### src/rtl/tff_updown_counter.sv
// tff_updown_counter: modulo-MODULUS up/down counter built from a bank of
// toggle flip-flops. The next count is turned into a per-bit toggle vector
// (t_vec) that the T stages use. The block also provides clamped parallel
// load, terminal-count detection, a wrap pulse and a saturating wrap counter.
module tff_updown_counter #(
  parameter int unsigned WIDTH   = 4,
  parameter int unsigned MODULUS = 16,
  parameter int unsigned WCNT_W  = 8
) (
  input  logic              clk,
  input  logic              rst_n,
  input  logic              en,
  input  logic              up,
  input  logic              load,
  input  logic [WIDTH-1:0]  load_val,
  input  logic              clr,
  output logic [WIDTH-1:0]  q,
  output logic [WIDTH-1:0]  t_vec,
  output logic              tc,
  output logic              wrap,
  output logic [WCNT_W-1:0] wrap_cnt
);

  // Largest legal count value. Computing the range check one bit wider
  // means MODULUS = 2**WIDTH does not overflow.
  localparam logic [WIDTH-1:0] TOP     = WIDTH'(MODULUS - 1);
  localparam logic [WIDTH:0]   MOD_EXT = (WIDTH + 1)'(MODULUS);

  logic [WIDTH-1:0]  q_q;
  logic [WIDTH-1:0]  q_d;
  logic [WIDTH-1:0]  t_vec_d;
  logic              tc_d;
  logic              at_top;
  logic              at_zero;
  logic              wrap_q;
  logic [WCNT_W-1:0] wrap_cnt_q;
  logic [WCNT_W-1:0] wrap_cnt_d;

  // Next-count selection (load > count > hold), toggle vector and terminal count
  always_comb begin
    at_top  = (q_q == TOP);
    at_zero = (q_q == '0);
    q_d     = q_q;
    if (load) begin
      q_d = ({1'b0, load_val} >= MOD_EXT) ? TOP : load_val;
    end else if (en) begin
      if (up) begin
        q_d = at_top ? '0 : q_q + WIDTH'(1);
      end else begin
        q_d = at_zero ? TOP : q_q - WIDTH'(1);
      end
    end
    // The T bank only sees the difference between the current and next count,
    // so load, count and hold all reach q through the same toggle path.
    t_vec_d = q_q ^ q_d;
    tc_d    = en & ~load & ((up & at_top) | (~up & at_zero));
  end

  // Wrap counter next state: clear wins over increment, increment saturates
  always_comb begin
    wrap_cnt_d = wrap_cnt_q;
    if (clr) begin
      wrap_cnt_d = '0;
    end else if (tc_d && (wrap_cnt_q != '1)) begin
      wrap_cnt_d = wrap_cnt_q + WCNT_W'(1);
    end
  end

  // Toggle flip-flop bank plus wrap pulse and wrap counter registers
  always_ff @(posedge clk or negedge rst_n) begin
    if (!rst_n) begin
      q_q        <= '0;
      wrap_q     <= 1'b0;
      wrap_cnt_q <= '0;
    end else begin
      q_q        <= q_q ^ t_vec_d;
      wrap_q     <= tc_d;
      wrap_cnt_q <= wrap_cnt_d;
    end
  end

  assign q        = q_q;
  assign t_vec    = t_vec_d;
  assign tc       = tc_d;
  assign wrap     = wrap_q;
  assign wrap_cnt = wrap_cnt_q;

endmodule

### config.mk
export PLATFORM = sky130hd
export DESIGN_NAME = tff_updown_counter
export DESIGN_NICKNAME = d
export VERILOG_FILES = /design/src/rtl/tff_updown_counter.sv
export SDC_FILE = /design/constraint.sdc
export NUM_CORES = 1
export LEC_CHECK = 0
export BUFFER_PORTS_ARGS = -buffer_cell sky130_fd_sc_hd__buf_4
export CAP_MARGIN = 20
export CORE_MARGIN = 2
export CORE_UTILIZATION = 49
export DETAILED_ROUTE_END_ITERATION = 10
export PLACE_DENSITY_LB_ADDON = 0.15
export SYNTH_ARGS = -nofsm -noshare
export SYNTH_HDL_FRONTEND = slang
export SYNTH_SLANG_ARGS = --single-unit
### constraint.sdc
create_clock -name clk -period 2.2 [get_ports clk]
set_clock_uncertainty 0.05 [all_clocks]
set_input_delay 0.33 -clock clk [delete_from_list [all_inputs] [get_ports clk]]
set_output_delay 0.33 -clock clk [all_outputs]
set_load 0.005 [all_outputs]
== Word level (Yosys, flattened, before mapping) ==
Cells that the tools add are included.

* Add/subtract/negate cells: 3
* Equality and inequality tests: 2
* Mux-type cells: 7
* Bitwise operators: 9
* Reductions and logical operators: 3

{| class="wikitable"
|+ Operators by type and width
! kind !! number
|-
| 4-bit 2-to-1 mux || 5
|-
| 8-bit 2-to-1 mux || 2
|-
| 8-bit by 1-bit adder with 8-bit output (second input constant) || 1
|-
| 8-bit != test (second input constant) || 1
|-
| 4-bit bitwise XOR || 2
|-
| 4-bit by 1-bit adder with 4-bit output (second input constant) || 1
|-
| 1-bit bitwise AND || 4
|-
| 4-bit == test (second input constant) || 1
|-
| 4-bit zero test || 1
|-
| 4-bit by 1-bit subtractor with 4-bit output (second input constant) || 1
|-
| 1-bit inverter || 2
|-
| 2-bit nonzero test || 1
|-
| 1-bit logical AND || 1
|-
| 1-bit OR || 1
|}

* Register bits after elaboration: 13
* Logic and storage cells: 27

== Longest topological paths before layout ==
Gate-level depths: netlist of run 1.

* Depth in word-level cells: 7
* Depth in mapped cells: 8
* Gate-level depth less buffers: 7

== Worst setup path after synthesis of run 1 ==
No wires, ideal clock.

* Path kind: register to output
* Start: register q_q[0] (netlist: q[0])
* End: output port t_vec[3]
* Data arrival time: 1.651 ns
* Required time: 1.820 ns
* Slack: 0.169 ns
* Stages on the path, launching flop included: 9
* Path buffers: 1
* Path through: dfrtp_1 buf_4 inv_1 ha_1 o21bai_1 a21oi_1 a311o_1 a21boi_0 a2bb2oi_1

* Cells in the longest elaborated chain, start to end: 6
* Elaborated cells on any way between the ends: 10

{| class="wikitable"
|+ Ends and longest elaborated chain
! what !! line !! RTL
|-
| start: declaration || 29 || <nowiki>logic [WIDTH-1:0] q_q;</nowiki>
|-
| start signal: assignment || 76 || <nowiki>q_q <= q_q ^ t_vec_d;</nowiki>
|-
| 4-bit by 1-bit subtractor with 4-bit output, or another cell as far along || 50 || <nowiki>q_d = at_zero ? TOP : q_q - WIDTH'(1);</nowiki>
|-
| 4-bit 2-to-1 mux (on tied branches) || 50, 48 ||
|-
| 4-bit 2-to-1 mux * || 47 || <nowiki>if (up) begin</nowiki>
|-
| 4-bit 2-to-1 mux * || 46 || <nowiki>end else if (en) begin</nowiki>
|-
| 4-bit 2-to-1 mux * || 44 || <nowiki>if (load) begin</nowiki>
|-
| 4-bit bitwise XOR * || 55 || <nowiki>t_vec_d = q_q ^ q_d;</nowiki>
|-
| end: declaration || 18 || <nowiki>output logic [WIDTH-1:0] t_vec,</nowiki>
|}

Every way passes the cells marked *; elsewhere a longest branch is shown, timed or not.

== Final worst setup path of run 1 ==
Ends and elaborated chain as after synthesis.

==> impl_metrics.json, run 1 <==
{
  "port-buffer-count": 27,
  "outcome": "finished with violations",
  "detail-route-antenna-nets": 0,
  "reg2reg_depth": 7,
  "ys_types": 39,
  "area_delta_synth_final_pct": 37.8,
  "synth_area_per_cell_sq_um": 8.90,
  "grtUsageTotal_pct": 18.7,
  "hold_end": "wrap_cnt[0]$_DFFE_PN0P_",
  "wl_per_cell_um": 12.5,
  "dieArea_sq_um": 2170,
  "rows": 15,
  "grtUsageMet3_pct": 7.45,
  "cp.required_ns": 1.82,
  "cp_top_family": "compound AO/OA/AOI/OAI gates",
  "dp_hpwl_um": 1410,
  "holdPathStages": 2,
  "wl_um": 1970,
  "hold_slack_ns": 0.232,
  "path_class": "reg2out",
  "vias": 819,
  "violations": "negative setup slack",
  "post-synth-top-count-cell": "dfrtp_1",
  "cp-startpoint": "q[0]$_DFF_PN0_",
  "placed_area_sq_um": 1120,
  "max_stage_delay_ns": 0.41,
  "relSlewSlack_pct": 69.1,
  "antennaDiodeCount": 0,
  "synth_area_sq_um": 890,
  "min-delay-start": "clr",
  "slowest_stage": "dfrtp_1",
  "r2r_setup_slack_ns": 0.34,
  "core_area_sq_um": 1710,
  "clk_pin_slew_ns": 0.07,
  "synth_top_area_share_pct": 36.6,
  "syn_nets": 113,
  "clk_path_buf_depth": 2,
  "globalRouteOverflowTotal": 0,
  "fin_setup_tns_ns": -0.0965,
  "drtIter0Drc": 14,
  "synth-seq-area-share_pct": 36.6,
  "die_w_um": 46.6,
  "start_util_pct": 52.1,
  "crit_buf_inv": 2,
  "first_pass_iters": 4,
  "netlist.top_cell.by_area": "dfrtp_1",
  "synth_seq_cells": 13,
  "grt_max_degree": 16,
  "p_total_mw": 0.640,
  "rr_endpoint": "wrap_cnt[4]$_DFFE_PN0P_",
  "maxCapViolations": 0,
  "setup_viol": 1,
  "post-route-min-period_ns": 2.30,
  "cts.sinks": 13,
  "hold_class": "in2reg",
  "grt_pass1_wl_um": 2880,
  "finalInstanceArea_sq_um": 1230,
  "ys_top_cells_by_count": "dfrtp_1 (13), nor2_1 (11), xnor2_1 (10)",
  "routed_via_density": 5.22,
  "timing.critical_path.cells": "inv_2 > ha_4 > o21bai_1 > a21oi_1 > a311o_1 > a32oi_2 > a2bb2oi_2 > buf_4",
  "hold_viol": 0,
  "cts_buffers": 3,
  "nNetsFinal": 146,
  "yosys-top-cells-area": "dfrtp_1 (37%), xnor2_1 (9.8%), nor2_1 (4.6%)",
  "r2r_start": "q[0]$_DFF_PN0_",
  "clk_latency_ns": 0.27,
  "gp_congestion": 0.827,
  "drc_errors": 0,
  "crit_arrival_ns": 1.92,
  "yosysWarnings": 0,
  "stdcell_count": 157,
  "die_h_um": 46.6,
  "ys_async_sr_fraction_pct": 100,
  "fillers": 135,
  "end_kind": "primary output",
  "drive_gt1_share_pct": 37.1,
  "grtUsageMet1_pct": 26.9,
  "worst-slew-pin-transition_ns": 0.461,
  "crit_fanout": 4,
  "yosys_most_used_dff": "dfrtp_1",
  "rsz0062_at_grt": "true",
  "antenna_found_initial": 0,
  "tritoncts": "done",
  "maxSlewViolCount": 0,
  "power_density_nw_per_um2": 522,
  "grt_pass1_vias": 669,
  "ir_drop_mv": 0.493,
  "met2_usage_pct": 27.8,
  "cts_root_buf": "clkbuf_4",
  "busiest_layer": "met2",
  "ios": 28,
  "fin_ws_ns": -0.0965,
  "max_freq_mhz": 435,
  "dp.cells": 150,
  "synth_edf_count": 0,
  "cp-start-kind": "flip-flop",
  "p_leak_nw": 0.550,
  "cts_max_level": 1,
  "syn_inst": 100,
  "period_share_pct": 104
}
## power by group
group | leakage, nW | switching, mW | internal, mW
registers | 0.174 | 0.00807 | 0.250
logic | 0.361 | 0.114 | 0.130
clock network | 0.0150 | 0.0690 | 0.0702
## per-layer routing
metal,routed length (um),part of all wire (%)
met1,928,47
met2,892,45
met3,135,6.9
met4,12,0.61
met5,0,0
## sequential cells by signal, summed over array words and instances (netlist names)
signal / cells
q: 4
wrap: 1
wrap_cnt: 8
## stage by stage
step | worst slack [ns] | utilization [%]
6_report | -0.0965 | 71.8
5_1_grt | -0.191 | 71.8
4_1_cts | -0.0722 | 68.9
3_5_place_dp | 0.0775 | 65.9
3_3_place_gp | 0.181 | 65.9
2_1_floorplan | 0.169 | -
## final cells by class
class                           count  area (sq um)  share of cell area, %
Inverter                            5          18.8                   1.53
Multi-Input combinational cell     76           563                   45.9
Sequential cell                    13           325                   26.5
Tap cell                           25          31.3                   2.55
Clock buffer                        4          26.3                   2.14
Timing Repair Buffer               34           262                   21.3
## cell families after synthesis
family,Yosys count,synth area share (%)
simple gates,36,21.5
compound gates,23,18.0
flops,13,36.6
xor+xnor,11,10.8
buf+inv,11,5.34
mux,3,3.52
fa+ha+maj,3,4.22
## repair_timing
action,in CTS,in global routing
pin swaps,5,8
buffers inserted,1,1
endpoints found under the hold margin,13,0
resized for setup,6,8
endpoints found under the setup margin,4,4
hold buffers,1,0
gates cloned,0,0
## how the worst max path moves through the flow
stage / end / slack [ns] / depth (start not counted)
3_5_place_dp: t_vec[3] / 0.08 / 8
5_1_grt: t_vec[3] / -0.19 / 8
4_1_cts: t_vec[3] / -0.07 / 8
2_1_floorplan: t_vec[3] / 0.17 / 8
3_3_place_gp: t_vec[3] / 0.18 / 8
6_report: t_vec[3] / -0.1 / 8
## placed cells by master (no fill, tap or decap), drive strengths merged, types with 2 or more instances in the layout
master and instances:
inv 5, a21o 2, buf 33, nor4 3, mux2i 2, o21ai 7
nand2 8, nand3 3, a31oi 2, dfrtp 13, xnor2 10, a21oi 3
nor4b 2, ha 3, clkbuf 4, nor2 11, nor3b 2, nand2b 2
(Power assumes the default switching activity.)
==> run 2: changes to the inputs <==
--- a/config.mk
+++ b/config.mk
@@ -8,8 +8,9 @@
 export BUFFER_PORTS_ARGS = -buffer_cell sky130_fd_sc_hd__buf_4
 export CAP_MARGIN = 20
 export CORE_MARGIN = 2
-export CORE_UTILIZATION = 49
+export CORE_UTILIZATION = 53
 export DETAILED_ROUTE_END_ITERATION = 10
+export HOLD_SLACK_MARGIN = 0.12
 export PLACE_DENSITY_LB_ADDON = 0.15
 export SYNTH_ARGS = -nofsm -noshare
 export SYNTH_HDL_FRONTEND = slang
==> constraint.sdc (replaced) <==
create_clock -name clk -period 2.96 [get_ports clk]
set_clock_uncertainty 0.05 [all_clocks]
set_input_delay 0.444 -clock clk [delete_from_list [all_inputs] [get_ports clk]]
set_output_delay 0.444 -clock clk [all_outputs]
set_load 0.005 [all_outputs]
==> impl_metrics.json, run 2 (synthesis gave the netlist of run 1 again) <==
{
  "outcome": "finished, final reports clean",
  "first_pass_iters": 4,
  "power_density_nw_per_um2": 402,
  "drive_gt1_share_pct": 27.0,
  "worst-slew-pin-transition_ns": 0.468,
  "drc_errors": 0,
  "grt_pass1_wl_um": 3250,
  "maxCapViolations": 0,
  "rsz0062_at_grt": "false",
  "place_ws_ns": 0.616,
  "reg2reg_depth": 7,
  "hold_class": "in2reg",
  "nNetsFinal": 140,
  "crit_fanout": 10,
  "antennaDiodeCount": 0,
  "gp_congestion": 0.821,
  "core_area_sq_um": 1540,
  "cp.required_ns": 2.47,
  "clk_pin_slew_ns": 0.09,
  "post-route-min-period_ns": 2.69,
  "dp.cells": 137,
  "grtUsageMet3_pct": 2.40,
  "cts_root_buf": "clkbuf_4",
  "min-delay-start": "clr",
  "vias": 825,
  "drtIter0Drc": 22,
  "met2_usage_pct": 32.9,
  "stdcell_count": 142,
  "area_delta_synth_final_pct": 25.9,
  "grtUsageTotal_pct": 21.9,
  "dieArea_sq_um": 2020,
  "wl_per_cell_um": 13.6,
  "placed_area_sq_um": 1080,
  "die_h_um": 45.0,
  "busiest_layer": "met2",
  "port-buffer-count": 27,
  "crit_arrival_ns": 2.20,
  "cp-startpoint": "q[0]$_DFF_PN0_",
  "final_cell_mix": "buf_4 (27), dfrtp_1 (13), nor2_1 (11)",
  "p_leak_nw": 0.519,
  "hold_slack_ns": 0.317,
  "maxSlewViolCount": 0,
  "die_w_um": 45.0,
  "dp_hpwl_um": 1420,
  "period_share_pct": 91.0,
  "fin_ws_ns": 0.267,
  "relSlewSlack_pct": 68.7,
  "hold_viol": 0,
  "grt_pass1_vias": 732,
  "finalInstanceArea_sq_um": 1120,
  "cts_buffers": 3,
  "clk_path_buf_depth": 2,
  "fin_setup_tns_ns": 0,
  "globalRouteOverflowTotal": 0,
  "rows": 14,
  "end_kind": "primary output",
  "path_class": "reg2out",
  "detail-route-antenna-nets": 0,
  "endpoint": "t_vec[3]",
  "cts_max_level": 1,
  "cts.sinks": 13,
  "grt_max_degree": 16,
  "ios": 28,
  "cp-start-kind": "flip-flop",
  "r2r_start": "q[0]$_DFF_PN0_",
  "start_util_pct": 57.7,
  "max_freq_mhz": 371,
  "final_util_pct": 72.6,
  "rr_endpoint": "wrap_cnt[4]$_DFFE_PN0P_",
  "largest_reg_flops": 8,
  "setup_viol": 0,
  "p_total_mw": 0.450,
  "wl_um": 1930,
  "layout_commonest_cell": "buf_4",
  "ir_drop_mv": 0.348,
  "clk_latency_ns": 0.29,
  "antenna_found_initial": 0,
  "tritoncts": "done",
  "r2r_setup_slack_ns": 0.88,
  "grtUsageMet1_pct": 31.5,
  "routed_via_density": 5.81
}
[run 2: area by class of cell]
class	instances	area, sq um
Clock buffer	4	26.3
Fill cell	133	422
Inverter	5	18.8
Multi-Input combinational cell	76	517
Sequential cell	13	325
Tap cell	16	20.0
Timing Repair Buffer	28	213
[run 2: timing repair]
action                    4_1_cts  5_1_grt
setup buffers                   0        0
hold buffers                    1        0
hold endpoints to repair       13        0
gates resized for setup         0        0
[run 2: how the worst min path moves through the flow]
stage                               to  slack [ns]  depth (start not counted)
6_report       wrap_cnt[1]$_DFFE_PN0P_        0.32                          2
5_1_grt        wrap_cnt[1]$_DFFE_PN0P_        0.32                          2
4_1_cts        wrap_cnt[1]$_DFFE_PN0P_        0.31                          2
3_5_place_dp            q[2]$_DFF_PN0_        0.25                          1
3_3_place_gp            q[0]$_DFF_PN0_        0.25                          1
2_1_floorplan           q[0]$_DFF_PN0_         0.1                          0
[run 2: worst max-delay path: stages (launching register included)]
cell and delay (ns):
dfrtp_1 0.52, inv_1 0.13, or4_1 0.54, a21bo_1 0.20, a21boi_0 0.18, a2bb2oi_1 0.20
buf_4 0.13
[run 2: power by group]
| group | switching, mW | internal, mW | leakage [nW] |
|---|---|---|---|
| clock | 0.0623 | 0.0524 | 0.0150 |
| sequential | 0.0179 | 0.185 | 0.174 |
| combinational | 0.0593 | 0.0732 | 0.330 |
[run 2: layer usage]
layer	up-vias	wire, um
met3	5	141
met1	379	918
met4	0	34
met5	-	0
li1	411	-
met2	30	839
==> run 3: changes to the inputs <==
--- a/config.mk
+++ b/config.mk
@@ -8,7 +8,7 @@
 export BUFFER_PORTS_ARGS = -buffer_cell sky130_fd_sc_hd__buf_4
 export CAP_MARGIN = 20
 export CORE_MARGIN = 2
-export CORE_UTILIZATION = 53
+export CORE_UTILIZATION = 49
 export DETAILED_ROUTE_END_ITERATION = 10
 export HOLD_SLACK_MARGIN = 0.12
 export PLACE_DENSITY_LB_ADDON = 0.15
==> constraint.sdc (replaced) <==
create_clock -name clk -period 2.5 [get_ports clk]
set_clock_uncertainty 0.05 [all_clocks]
set_input_delay 0.375 -clock clk [delete_from_list [all_inputs] [get_ports clk]]
set_output_delay 0.375 -clock clk [all_outputs]
set_load 0.005 [all_outputs]
==> impl_metrics.json, run 3 (synthesis gave the netlist of run 1 again) <==
{
  "power_density_nw_per_um2": 482,
  "nNetsFinal": 144,
  "end_kind": "primary output",
  "dp_hpwl_um": 1420,
  "p_clk_share_pct": 25.3,
  "clk_path_buf_depth": 2,
  "rows": 15,
  "grt_pass1_vias": 640,
  "grt_max_degree": 16,
  "rsz0062_at_grt": "false",
  "cts_root_buf": "clkbuf_4",
  "vias": 822,
  "worst-slew-pin-transition_ns": 0.457,
  "largest_reg_flops": 8,
  "drc_errors": 0,
  "setup_viol": 0,
  "globalRouteOverflowTotal": 0,
  "tritoncts": "done",
  "fin_setup_tns_ns": 0,
  "ir_drop_mv": 0.270,
  "grtUsageTotal_pct": 19.2,
  "hold_class": "in2reg",
  "multiInputGateArea_sq_um": 532,
  "crit_fanout": 5,
  "routed_via_density": 5.30,
  "hold_slack_ns": 0.241,
  "detail-route-antenna-nets": 0,
  "dieArea_sq_um": 2170,
  "drive_gt1_share_pct": 33.8,
  "post-route-min-period_ns": 2.38,
  "cts_buffers": 3,
  "p_int_mw": 0.384,
  "wl_per_cell_um": 13.0,
  "maxCapViolations": 0,
  "period_share_pct": 95.1,
  "clk_pin_slew_ns": 0.09,
  "antennaDiodeCount": 0,
  "final_cell_mix": "buf_4 (31), nor2_1 (11), dfrtp_1 (11)",
  "die_h_um": 46.6,
  "area_delta_synth_final_pct": 32.6,
  "layout_commonest_cell": "buf_4",
  "ios": 28,
  "fillers": 142,
  "die_w_um": 46.6,
  "max_freq_mhz": 421,
  "power_frac_comb_pct": 33.9,
  "cp-start-kind": "flip-flop",
  "outcome": "finished, final reports clean",
  "drtIter0Drc": 10,
  "core_area_sq_um": 1710,
  "regArea_sq_um": 328,
  "maxSlewViolCount": 0,
  "wl_um": 2020,
  "relSlewSlack_pct": 69.4,
  "grt_pass1_wl_um": 2930,
  "start_util_pct": 52.1,
  "clk_latency_ns": 0.29,
  "p_sw_mw": 0.184,
  "cts.sinks": 13,
  "path_class": "reg2out",
  "power_switching_share_pct": 32.4,
  "p_leak_nw": 0.537,
  "cts_max_level": 1,
  "port-buffer-count": 27,
  "first_pass_iters": 4,
  "antenna_found_initial": 0,
  "hold_viol": 0,
  "gp_congestion": 0.855,
  "cp.required_ns": 2.08,
  "seqPwrFrac_pct": 40.9,
  "crit_arrival_ns": 1.95
}
## run 3: changes by cell type in the layout (fill, tap and decap cells not counted), sizes merged
cell    delta
clkbuf     -1
clkinv     +1
buf        +4
## run 3: layer usage
| metal | routed length, um | global-route usage (%) | up-vias |
|---|---|---|---|
| met4 | 59 | 8.33 | 0 |
| met3 | 112 | 2.35 | 7 |
| met2 | 826 | 25.3 | 28 |
| met1 | 1020 | 30.8 | 372 |
| met5 | 0 | 0 | - |
| li1 | - | - | 415 |
## run 3: metrics by stage
step                      total power [mW]  std cells  utilization [%]  setup WS, ns  instance area [sq um]
final                                0.568        155             69.1         0.122                   1180
after global routing                 0.598        155             69.1       0.00195                   1180
after floorplan                      0.338        100                -         0.424                    890
after detailed placement             0.408        148             65.0         0.250                   1110
after CTS                            0.556        153             67.4        0.0373                   1150
after global placement               0.404        148             65.0         0.368                   1110
## run 3: final timing paths
path                                          from                 endpoint  slack (ns)  cells past startpoint
setup / recovery                    q[1]$_DFF_PN0_                 t_vec[3]        0.12                      8
hold reg to reg            wrap_cnt[7]$_DFFE_PN0P_  wrap_cnt[7]$_DFFE_PN0P_        0.53                      2
setup reg to reg                    q[0]$_DFF_PN0_  wrap_cnt[4]$_DFFE_PN0P_        0.64                      7
hold / removal                                 clr  wrap_cnt[6]$_DFFE_PN0P_        0.24                      2
min in group asynchronous                    rst_n  wrap_cnt[6]$_DFFE_PN0P_        0.40                      2
max in group asynchronous                    rst_n           q[2]$_DFF_PN0_        1.82                      2
## run 3: what timing repair did
item                                    4_1_cts  5_1_grt
gates resized for setup                       4        3
hold buffers                                  1        0
endpoints found under the setup margin        1        1
buffers inserted                              0        2
pin swaps                                     0        3
gates cloned                                  0        0
endpoints found under the hold margin        13        0
## run 3: cell type report
class / count / area share [%]
multi-input combinational: 76 / 45.1
inverter: 5 / 1.59
sequential: 13 / 27.8
clock inverter: 1 / 0.424
timing repair buffer: 32 / 20.6
clock buffer: 3 / 1.91
tap: 25 / 2.65
## run 3: worst max-delay path, stage by stage, from the launching register on
cell       delay [ns]
dfrtp_2          0.45
buf_4            0.15
buf_4            0.13
o21bai_1         0.11
a21oi_1          0.08
a311o_1          0.30
a21boi_1         0.16
a2bb2oi_1        0.16
buf_4            0.12
## run 3: power groups by stage
stage | logic [mW] | registers (mW) | clock network [mW]
after CTS | 0.176 | 0.232 | 0.148
after global routing | 0.211 | 0.234 | 0.153
after floorplan | 0.102 | 0.235 | 0
after global placement | 0.169 | 0.235 | 0
final | 0.192 | 0.232 | 0.144
after detailed placement | 0.172 | 0.236 | 0
